## src/rtl/register_bank_module.sv

```systemverilog
// rtl/register_bank_module.sv - MIPS GPR file with two read ports, one write port and a debug dump sequencer.
// Optional write-through read bypass: define REGBANK_BYPASS_EN.
module register_bank_module #(
    parameter int NB_BITS = 32,
    parameter int NB_ADDR = 5
) (
    input  logic               i_clk,
    input  logic               i_rst_n,
    input  logic               i_wr_en,
    input  logic [NB_ADDR-1:0] i_wr_addr,
    input  logic [NB_BITS-1:0] i_wr_data,
    input  logic [NB_ADDR-1:0] i_rs_addr,
    output logic [NB_BITS-1:0] o_rs_data,
    input  logic [NB_ADDR-1:0] i_rt_addr,
    output logic [NB_BITS-1:0] o_rt_data,
    input  logic               i_dump_start,
    input  logic               i_dump_ready,
    output logic               o_dump_valid,
    output logic [NB_ADDR-1:0] o_dump_addr,
    output logic [NB_BITS-1:0] o_dump_data,
    output logic               o_dump_busy,
    output logic               o_dump_done
);

    localparam int N_REGS = 2 ** NB_ADDR;
    localparam logic [NB_ADDR-1:0] LAST_IDX = NB_ADDR'(N_REGS - 1);

    typedef enum logic [1:0] {
        ST_IDLE,
        ST_SEND,
        ST_DONE
    } state_t;

    logic [NB_BITS-1:0] regs_q [N_REGS];
    logic [NB_BITS-1:0] regs_d [N_REGS];

    state_t             state_q, state_d;
    logic [NB_ADDR-1:0] idx_q, idx_d;
    logic [NB_BITS-1:0] dump_data_q, dump_data_d;
    logic [NB_ADDR-1:0] next_idx;

    logic               wr_hit;

    assign wr_hit = i_wr_en && (i_wr_addr != '0);

    // Entry 0 is forced to zero every cycle so it never holds anything else.
    always_comb begin
        regs_d = regs_q;
        if (wr_hit) begin
            regs_d[i_wr_addr] = i_wr_data;
        end
        regs_d[0] = '0;
    end

    always_ff @(posedge i_clk or negedge i_rst_n) begin
        if (!i_rst_n) begin
            for (int i = 0; i < N_REGS; i++) begin
                regs_q[i] <= '0;
            end
        end else begin
            regs_q <= regs_d;
        end
    end

    always_comb begin
        o_rs_data = regs_q[i_rs_addr];
        o_rt_data = regs_q[i_rt_addr];
`ifdef REGBANK_BYPASS_EN
        // wr_hit already excludes address 0, so r0 still reads as zero.
        if (wr_hit && (i_wr_addr == i_rs_addr)) begin
            o_rs_data = i_wr_data;
        end
        if (wr_hit && (i_wr_addr == i_rt_addr)) begin
            o_rt_data = i_wr_data;
        end
`endif
        if (i_rs_addr == '0) begin
            o_rs_data = '0;
        end
        if (i_rt_addr == '0) begin
            o_rt_data = '0;
        end
    end

    assign next_idx = idx_q + NB_ADDR'(1);

    // Dump words are captured from stored state only, never from the write port.
    always_comb begin
        state_d      = state_q;
        idx_d        = idx_q;
        dump_data_d  = dump_data_q;
        o_dump_valid = 1'b0;
        o_dump_busy  = 1'b1;
        o_dump_done  = 1'b0;
        case (state_q)
            ST_IDLE: begin
                o_dump_busy = 1'b0;
                if (i_dump_start) begin
                    state_d     = ST_SEND;
                    idx_d       = '0;
                    dump_data_d = regs_q[0];
                end
            end
            ST_SEND: begin
                o_dump_valid = 1'b1;
                if (i_dump_ready) begin
                    if (idx_q == LAST_IDX) begin
                        state_d = ST_DONE;
                    end else begin
                        idx_d       = next_idx;
                        dump_data_d = regs_q[next_idx];
                    end
                end
            end
            ST_DONE: begin
                o_dump_done = 1'b1;
                state_d     = ST_IDLE;
            end
            default: begin
                state_d = ST_IDLE;
            end
        endcase
    end

    always_ff @(posedge i_clk or negedge i_rst_n) begin
        if (!i_rst_n) begin
            state_q     <= ST_IDLE;
            idx_q       <= '0;
            dump_data_q <= '0;
        end else begin
            state_q     <= state_d;
            idx_q       <= idx_d;
            dump_data_q <= dump_data_d;
        end
    end

    assign o_dump_addr = idx_q;
    assign o_dump_data = dump_data_q;

endmodule

```

## config.mk

```make
export PLATFORM = sky130hd
export DESIGN_NAME = register_bank_module
export DESIGN_NICKNAME = d
export VERILOG_FILES = /design/src/rtl/register_bank_module.sv
export SDC_FILE = /design/constraint.sdc
export NUM_CORES = 2
export LEC_CHECK = 0
export CAP_MARGIN = 20
export CELL_PAD_IN_SITES_DETAIL_PLACEMENT = 2
export CELL_PAD_IN_SITES_GLOBAL_PLACEMENT = 2
export CORE_UTILIZATION = 47
export CTS_CLUSTER_DIAMETER = 120
export DETAILED_ROUTE_END_ITERATION = 10
export PLACE_DENSITY_LB_ADDON = 0.2
export SYNTH_ARGS = -nofsm -noshare
export SYNTH_HDL_FRONTEND = slang
export SYNTH_SLANG_ARGS = --single-unit
export TNS_END_PERCENT = 10
```

## constraint.sdc

```tcl
create_clock -name i_clk -period 3.1 [get_ports i_clk]
set_input_delay 0.465 -clock i_clk [delete_from_list [all_inputs] [get_ports i_clk]]
set_output_delay 0.465 -clock i_clk [all_outputs]
set_load 0.01 [all_outputs]
```

==> flow_summary.yaml <==
logic_synthesis:
  synth_compound_area_share_pct: 2.963
  synth_fa_ha_area_share_pct: 0.04026
  ys_seq_area_share_pct: 41.51
  synth_top_area_share_pct: 41.51
  synth_simple_gate_area_share_pct: 2.480
  synth_ff_type: "dfrtp_1"
  netlist_area_um2: 62150
  muxShareOfSynthArea_pct: 49.72
  syn_inst: 4088
  synth-edff-count: 0
  yosys_warnings: 0
  synth_xor_xnor_area_share_pct: 0.08656
  yosysUniqueCellTypes: 47
  synth_top_family_by_area: "multiplexers"
  synthTopCellsByArea: "dfrtp_1 (42%), mux4_2 (28%), mux2_2 (20%)"
  synth_fp_nets: 4142
  synth_common_cells: "mux2_2 (1122), dfrtp_1 (1031), mux4_2 (764), nand2_1 (241), clkbuf_1 (239)"
  ys_ff_latch: 1031
  yosysMostFrequentCell: "mux2_2"
  synth_largest_area_cell: "dfrtp_1"
  ys_async_sr_fraction_pct: 100.0
  syn_avg_cell_area_um2: 15.20
grt:
  use_met3_pct: 17.62
  use_met2_pct: 72.49
  antenna_found_initial: 31
  grt_overflow: 0
  use_met1_pct: 57.45
  grt_usage_pct: 48.64
  grt.busiest_layer: "met2"
  grt_max_degree: 90
  grt_pass1_wl_um: 453200
  grt_pass1_vias: 54647
run_status:
  violations: "negative setup slack"
  outcome: "complete, but fails checks"
power_and_ir_drop:
  p_per_area_nw_per_um2: 855.0
  leakage_nw: 31.85
  peakVddDrop_v: 0.0006043
  power_mw: 64.52
final_layout:
  multi_input_area_um2: 34980
  regArea_um2: 25930
  drive_gt1_share_pct: 63.17
  design_area_um2: 75450
  layout.cells.non_filler: 6337
  area_growth_pct: 21.40
  fillCellCount: 10895
  finalNetCount: 4520
placement:
  port_buffers: 155
  dp_cells: 5944
  place_area_um2: 69310
  hpwl_um: 167400
  routabilityCongestion: 0.8833
clock_network:
  numClockSinks: 1031
  clk_latency_ns: 0.83
  cts_tree: "built"
  path_clk_slew_ns: 0.07
  h-tree-depth: 3
  cts_buffer_depth: 3
  ctsRootBufferMaster: "clkbuf_16"
  cts_buffers: 120
worst_setup_path:
  setup.worst_path.end_class: "output pin"
  arrival_ns: 3.09
  critPathMaxFanout: 4
  required_ns: 2.63
  worst-setup-path-type: "reg -> out"
  critPathLaunchType: "register"
timing:
  fin_crit_ns: 3.556
  maxSlewHeadroom_pct: 13.47
  finalCritPeriodShare_pct: 114.7
  finalSetupViolCount: 76
  setup_tns_ns: -12.56
  setup_slack_ns: -0.4558
  fin_skew_ns: 0.05827
  final_max_slew_viol_count: 0
  rsz0062_at_grt: "true"
  fmax_ghz: 0.2812
  worst_slew_pin_slew_ns: 1.294
  finalHoldViolCount: 0
floorplan:
  die_w_um: 365.7
  die_h_um: 365.7
  start_util_pct: 47.34
  core_area_um2: 131300
  ioPinCount: 156
  die-area_um2: 133700
  rows: 133
detailed_routing:
  num_vias: 52902
  ant_nets: 0
  drt-total-wl_um: 353500
  drc_errors: 0
  firstDrtPassIters: 8
  drt_iter0_markers: 8309
  wire_per_inst_um: 55.79
  vias_per_cell: 8.348
run:
  maxCapViolCount: 0
hold_path:
  hold_class: "in -> async"
[sequential cells by signal (all words and copies together) (netlist names)]
signal / flops
o_dump_addr: 5
regs_q: 992
state_q: 2
o_dump_data: 32
[cells in the final DEF, fill, tap and decap left out, drive strengths merged, types with 6 or more instances in the layout]
cell,count
mux2,1122
dfrtp,1031
mux4,764
buf,626
nand2,241
clkbuf,174
mux2i,106
clkdlybuf4s50,79
a22o,76
nand3,57
o22ai,48
clkinv,26
nor2,25
bufinv,18
o2bb2ai,17
a21oi,14
a32oi,14
o2111ai,13
a31oi,13
o211ai,13
a2111oi,13
diode,12
clkinvlp,10
o21ai,9
nor2b,8
nand3b,7
inv,6
[worst paths after layout]
path,start,to,slack (ns),cells past startpoint
setup / recovery,regs_q[589]$_DFFE_PN0P_,o_rs_data[13],-0.46,4
hold / removal,i_rst_n,regs_q[439]$_DFFE_PN0P_,0.26,2
setup reg to reg,o_dump_addr[0]$_DFFE_PN0P_,o_dump_data[14]$_DFFE_PN0P_,-0.36,9
hold reg to reg,o_dump_data[29]$_DFFE_PN0P_,o_dump_data[29]$_DFFE_PN0P_,0.49,2
max in group asynchronous,i_rst_n,regs_q[536]$_DFFE_PN0P_,1.62,3
min in group i_clk,i_dump_start,state_q[0]$_DFFE_PN0P_,0.32,3
[timing repair]
item,4_1_cts,5_1_grt
resized for setup,394,114
setup endpoints to repair,67,74
endpoints found under the hold margin,46,0
buffers inserted,128,10
pin swaps,0,2
hold buffers,1,0
[worst max-delay path, cell delays in order, from the launching register on]
cell and delay [ns]:
dfrtp_1 0.50, mux4_2 0.65, mux4_2 0.57, mux2_4 0.39
buf_6 0.15
[stage by stage]
| step | util [%] | setup slack [ns] | hold slack (ns) |
|---|---|---|---|
| 6_report | 57.47 | -0.4558 | 0.2580 |
| 4_1_cts | 56.93 | -0.1452 | 0.2827 |
| 5_1_grt | 57.45 | -0.3867 | 0.3016 |
| 3_5_place_dp | 52.79 | -0.4479 | 0.4720 |
| 2_1_floorplan | - | 0.1977 | 0.1694 |
| 3_3_place_gp | 52.79 | -0.4185 | 0.4628 |
[where the power goes]
part	internal, mW	switching [mW]
clock	9.22	7.26
combinational	12.6	14.7
sequential	16.2	4.52
[layer usage]
metal  up-vias  wire, µm
met5         -       730
met4        49     38570
met3      2538     48660
met2      5841    152100
met1     27475    113400
li1      16999         -
[final cells by class]
cell class | instances | area share [%]
multi-input cells | 2598 | 46.37
flip-flops and latches | 1031 | 34.37
repair buffers | 713 | 10.67
clock buffers | 168 | 4.539
well taps | 1755 | 2.910
clock inverters | 58 | 1.094
diodes | 12 | 0.03980
inverters | 2 | 0.009949
[cells by family after synthesis]
group / after synthesis
simple gates: 360
compound gates: 240
flops: 1031
mux: 1992
buf+inv: 459
fa+ha+maj: 2
xor+xnor: 4
No activity file was read; power rests on OpenSTA's default activity.
